--- config.mk ---
export PLATFORM = sky130hd
export DESIGN_NAME = grant_pkt_mux
export DESIGN_NICKNAME = d
export VERILOG_FILES = /design/src/rtl/grant_pkt_mux.sv
export SDC_FILE = /design/constraint.sdc
export NUM_CORES = 1
export LEC_CHECK = 0
export BUFFER_PORTS_ARGS = -buffer_cell sky130_fd_sc_hd__buf_4
export CORE_MARGIN = 2
export CORE_UTILIZATION = 45
export CTS_BUF_LIST = sky130_fd_sc_hd__clkbuf_4 sky130_fd_sc_hd__clkbuf_8 sky130_fd_sc_hd__clkbuf_16
export CTS_CLUSTER_DIAMETER = 120
export DETAILED_ROUTE_END_ITERATION = 7
export GPL_TIMING_DRIVEN = 0
export MAX_ROUTING_LAYER = met4
export PLACE_DENSITY = 0.84
export SLEW_MARGIN = 20
export SYNTH_ARGS = -nofsm -noshare
export SYNTH_HDL_FRONTEND = slang
export SYNTH_HIERARCHICAL = 1
export SYNTH_SLANG_ARGS = --single-unit
--- constraint.sdc ---
create_clock -name clk -period 4.3 [get_ports clk]
set_input_delay 0.215 -clock clk [delete_from_list [all_inputs] [get_ports clk]]
set_output_delay 0.215 -clock clk [all_outputs]
set_load 0.005 [all_outputs]
--- src/rtl/grant_pkt_mux.sv ---
// Packet-atomic N:1 mux with an external round-robin arbiter. Arbitration only
// happens at packet boundaries, and the winner owns the output until its last beat.
module grant_pkt_mux_lane (
  input  logic i_rst,
  input  logic i_lock,
  input  logic i_own,
  input  logic i_grant,
  input  logic i_valid,
  input  logic i_slot_free,
  input  logic i_bad,
  output logic o_ready
);
  // A malformed grant must never turn into an accepted beat.
  assign o_ready = ~i_rst & i_slot_free &
                   (i_lock ? i_own : (i_grant & i_valid & ~i_bad));
endmodule

module grant_pkt_mux #(
  parameter int N = 4,
  parameter int W = 32
) (
  input  logic                 clk,
  input  logic                 rst,
  input  logic [N-1:0]         src_valid,
  input  logic [N*W-1:0]       src_data,
  input  logic [N-1:0]         src_last,
  output logic [N-1:0]         src_ready,
  output logic [N-1:0]         arb_req,
  input  logic [N-1:0]         arb_grant,
  output logic                 arb_stall,
  output logic                 out_valid,
  output logic [W-1:0]         out_data,
  output logic                 out_last,
  output logic [$clog2(N)-1:0] out_src,
  input  logic                 out_ready,
  output logic [15:0]          pkt_cnt,
  output logic                 err
);
  localparam int SW = $clog2(N);

  typedef enum logic {IDLE = 1'b0, LOCK = 1'b1} state_t;

  state_t        r_state, w_state_nxt;
  logic [SW-1:0] r_owner;
  logic          r_out_valid, r_out_last, r_err;
  logic [W-1:0]  r_out_data;
  logic [SW-1:0] r_out_src;
  logic [15:0]   r_pkt_cnt;

  logic          w_lock, w_slot_free, w_bad, w_load, w_sel_last;
  logic [SW-1:0] w_gidx, w_sel;
  logic [W-1:0]  w_sel_data;

  assign w_lock      = (r_state == LOCK);
  assign w_slot_free = ~r_out_valid | out_ready;
  assign arb_stall   = rst | w_lock | ~w_slot_free;
  assign arb_req     = w_lock ? '0 : src_valid;

  // More than one grant bit, or a grant to a silent channel, while the arbiter is live.
  assign w_bad = ~w_lock & ~arb_stall &
                 ((|(arb_grant & (arb_grant - 1'b1))) | (|(arb_grant & ~src_valid)));

  always_comb begin
    w_gidx = '0;
    for (int i = 0; i < N; i++)
      if (arb_grant[i]) w_gidx = SW'(i);
  end

  assign w_sel      = w_lock ? r_owner : w_gidx;
  assign w_sel_data = src_data[w_sel*W +: W];
  assign w_sel_last = src_last[w_sel];

  for (genvar g = 0; g < N; g++) begin : g_lane
    grant_pkt_mux_lane u_lane (
      .i_rst       (rst),
      .i_lock      (w_lock),
      .i_own       (r_owner == SW'(g)),
      .i_grant     (arb_grant[g]),
      .i_valid     (src_valid[g]),
      .i_slot_free (w_slot_free),
      .i_bad       (w_bad),
      .o_ready     (src_ready[g])
    );
  end

  // At most one ready bit is ever high, so any ready means the selected beat loads.
  assign w_load = |(src_ready & src_valid);

  always_comb begin
    w_state_nxt = r_state;
    case (r_state)
      IDLE:    if (w_load && !w_sel_last) w_state_nxt = LOCK;
      LOCK:    if (w_load &&  w_sel_last) w_state_nxt = IDLE;
      default: w_state_nxt = IDLE;
    endcase
  end

  always_ff @(posedge clk) begin
    if (rst) begin
      r_state     <= IDLE;
      r_owner     <= '0;
      r_out_valid <= 1'b0;
      r_out_data  <= '0;
      r_out_last  <= 1'b0;
      r_out_src   <= '0;
      r_pkt_cnt   <= '0;
      r_err       <= 1'b0;
    end else begin
      r_state <= w_state_nxt;
      if (w_load) begin
        r_out_valid <= 1'b1;
        r_out_data  <= w_sel_data;
        r_out_last  <= w_sel_last;
        r_out_src   <= w_sel;
        r_owner     <= w_sel;
      end else if (out_ready) begin
        r_out_valid <= 1'b0;
      end
      if (r_out_valid && out_ready && r_out_last) r_pkt_cnt <= r_pkt_cnt + 16'd1;
      if (w_bad) r_err <= 1'b1;
    end
  end

  assign out_valid = r_out_valid;
  assign out_data  = r_out_data;
  assign out_last  = r_out_last;
  assign out_src   = r_out_src;
  assign pkt_cnt   = r_pkt_cnt;
  assign err       = r_err;
endmodule

==> key figures <==
Drt
  • Via count: roughly 3400
  • Post-DRT Antenna Nets: 0
  • Vias per cell: ~5.4
  • WL final: ~10 mm
  • Starting DRT DRC Count: ~110
  • DR WL/cell: around 16 microns
  • Router iterations before antenna repair: 4
  • Drt drc: 0

Synth
  • Post-synthesis sequential area ratio: between 30% and 40%
  • Post-synth EDFFs: 0
  • Top-count cell post-synth: mux2i_1
  • Synthesized flop and latch total: 54
  • Cells after Synth: between 300 and 400
  • Yosys warns: 6
  • Share of the synthesized area in the top cell type: between 30% and 40%
  • Async set-or-reset flop fraction in the synthesized netlist: 0%
  • Post-synth top area cell: dfxtp_1
  • Top post-synthesis cells by count: 67 x mux2i_1, 54 x dfxtp_1, 31 x a2bb2oi_1
  • Synthesized area per cell: ~9.6 sq um
  • Netlist cell types: 42
  • Synth Net Count: 470
  • Mapped Area: between 0.003 and 0.004 sq mm
  • Largest cells by area after synthesis: dfxtp_1 35%, mux2i_1 22%, a2bb2oi_1 8.7%
  • Top FF cell, synth: dfxtp_1

Worst setup path
  • Nature of the critical path endpoint: flop
  • CP max FO: 10
  • Slowest CP cell: dfxtp_1
  • Worst Path Arrival: roughly 3100 ps
  • Crit path launch type: flop
  • Ordered list of cells on the worst path: buf_6 -> nor2_1 -> nand2_1 -> a21oi_1 -> nand4bb_1 -> a21oi_1 -> a22oi_1 -> nand2_1 -> nand3_1 -> clkbuf_1 -> a2bb2oi_1 -> o21ai_1
  • Crit-path max cell delay: around 420 ps
  • WP data required: 4490 ps
  • WS Path Type: flop to flop

Die
  • Die ar.: 0.007613 sq mm
  • Initial Util: 46.17%
  • Chip Height: 87.26 microns
  • Num rows: 30
  • I/O pin count: 205
  • Die X: between 80 and 90 microns
  • Core area: about 0.0068 sq mm

Finish
  • Fillers: roughly 550
  • Antenna diodes: 0
  • Multi-input logic area: around 0.0018 sq mm
  • Final non-filler cell total: a little over 600
  • Share of layout cells above drive strength 1: 43.12%
  • Area growth syn-to-layout: 55.36%
  • Final #Nets: slightly below 700
  • Total area of sequential cells: approximately 0.0011 sq mm

Flow run
  • Max-cap violations: 0

Clocking
  • Clk_lat worst skew: about 300 ps
  • CTS hold repair buffers: 0
  • CTS clk-pin slew, worst paths: approximately 100 ps
  • Clock Sinks: 54
  • Setup bufs post-CTS: 0
  • CTS Buf Count: 5
  • CTS max path bufs: 2
  • Gates resized, CTS repair: 0
  • H-tree levels: 2
  • CTS tree: built
  • CTS Root Cell: clkbuf_8

Place
  • DP HPWL: slightly below 8 mm
  • Number of I/O port buffers: slightly above 200
  • RD Place Congestion: ~0.94
  • Placed cells: 610
  • Setup WS pre-CTS: approximately 1400 ps

Power
  • Switching Power: about 0.4 mW
  • Comb power frac: a little under two fifths
  • PwrDens: 285.6 mW/mm^2
  • Clock power share: a little over a fifth
  • Leak: between 2 and 2.5 nW
  • Peak supply drop: roughly 180 uV
  • P_int: ~0.98 mW
  • Switching Share: between 20% and 30%
  • Sequential Power Share: about two fifths

Worst hold path
  • Hold Crit Class: input port to flop
  • Hold Startpoint: src_data[97]

Global route
  • Total congestion overflow: 0
  • All-Layer GR Usage: 25.72%
  • Initial antenna violation count: 0
  • Largest net degree at the start of global routing: 16
  • Vias in the first global route: 3182
  • First-pass GRT wire length: roughly 15 mm

Timing
  • Rel. slew slack: 67.65%
  • Fin crit share: approximately 70%
  • Final setup vio count: 0
  • Time the worst path needs with I/O delays and setup: 2939 ps
  • Setup ws final: between 1000 and 1500 ps
  • Worst-Margin Slew: 485.2 ps
  • Worst Skew: about 9.2 ps
  • Max-slew violation count: 0
  • Fin Setup TNS: 0 ps
  • Final hold vios: 0
  • Highest clock rate: 340.2 MHz
  • RSZ-0062 raised after global routing: no

Run status
  • Status: finished, final reports clean
## worst max-delay path, delay by kind of cell (launching register included)
kind	cells	cell delay [ps]
AOI/OAI and AO/OA	5	940
and+or+nand+nor	5	840
DFF	1	420
buffers and inverters	2	610
## sequential cells by signal, indices dropped and copies added, names as in the netlist, named ones only
name       flops
err            1
out_src        2
out_last       1
pkt_cnt       16
out_data      32
out_valid      1
## final cells by class
class                           instances  area share, %
Multi-Input combinational cell        247          38.08
Tap cell                               80          2.066
Clock buffer                            7          1.859
Clock inverter                          1         0.1033
Timing Repair Buffer                  204          31.60
Sequential cell                        54          22.31
Inverter                                4         0.3098
Buffer                                 21          3.666
## through the flow
step / hold WS, ps / power (mW) / util [%] / cell area, sq um
2_1_floorplan: 388.0 / 0.8646 / - / 3119
3_3_place_gp: 441.6 / 1.087 / 70.31 / 4751
3_5_place_dp: 445.1 / 1.098 / 70.31 / 4751
4_1_cts: 159.6 / 1.397 / 71.72 / 4846
5_1_grt: 160.8 / 1.458 / 71.72 / 4846
6_report: 164.1 / 1.384 / 71.72 / 4846
## power groups by stage
stage / clock [mW] / combinational [mW] / sequential [mW]
after floorplan: 0 / 0.285 / 0.579
after global placement: 0 / 0.509 / 0.578
after detailed placement: 0 / 0.519 / 0.580
after CTS: 0.309 / 0.520 / 0.568
after global routing: 0.332 / 0.552 / 0.574
final: 0.300 / 0.516 / 0.568
## per-layer routing
layer | track usage (%) | share of wire (%) | vias to the layer above
met5 | - | 0 | -
met4 | 8.252 | 2.9 | 0
met3 | 4.360 | 6.2 | 28
met2 | 43.18 | 50 | 138
met1 | 31.38 | 41 | 1572
li1 | - | - | 1628
## path summary, 6_finish.rpt
check / end / slack (ps) / cells past startpoint
setup / recovery: out_data[11] / 1360 / 12
hold / removal: out_data[1] / 160 / 3
setup reg to reg: out_data[11] / 1360 / 12
hold reg to reg: err / 470 / 1
## cell families after synthesis
kind of cell	count (synthesis)	synth area share, %
XOR/XNOR	13	3.650
adder cells (fa/ha/maj)	1	0.4011
AND/OR/NAND/NOR	78	13.44
multiplexers	67	21.50
buffers and inverters	25	6.177
flip-flops	54	34.66
AO/OA/AOI/OAI	88	20.18
## layout by cell type (no fill, tap or decap), drive strengths merged
cell type / netlist / layout
buf: 15 / 219
mux2i: 67 / 67
dfxtp: 54 / 54
o21ai: 33 / 33
a2bb2oi: 31 / 31
nor2: 22 / 22
nand2: 15 / 15
clkbuf: 6 / 13
a21oi: 10 / 10
xor2: 9 / 9
nand2b: 7 / 7
nor2b: 7 / 7
nand4: 6 / 6
inv: 4 / 4
nand3: 4 / 4
and3: 4 / 4
xnor2: 4 / 4
nand4bb: 4 / 4
a22oi: 3 / 3
nor3: 3 / 3
and2: 2 / 2
o31ai: 2 / 2
a211oi: 2 / 2
and4: 2 / 2
or3: 2 / 2
o22ai: 1 / 1
o32ai: 1 / 1
o31a: 1 / 1
a2111oi: 1 / 1
a311o: 1 / 1
o221ai: 1 / 1
a21o: 1 / 1
ha: 1 / 1
clkinv: 0 / 1
No activity file was read; power rests on OpenSTA's default activity.
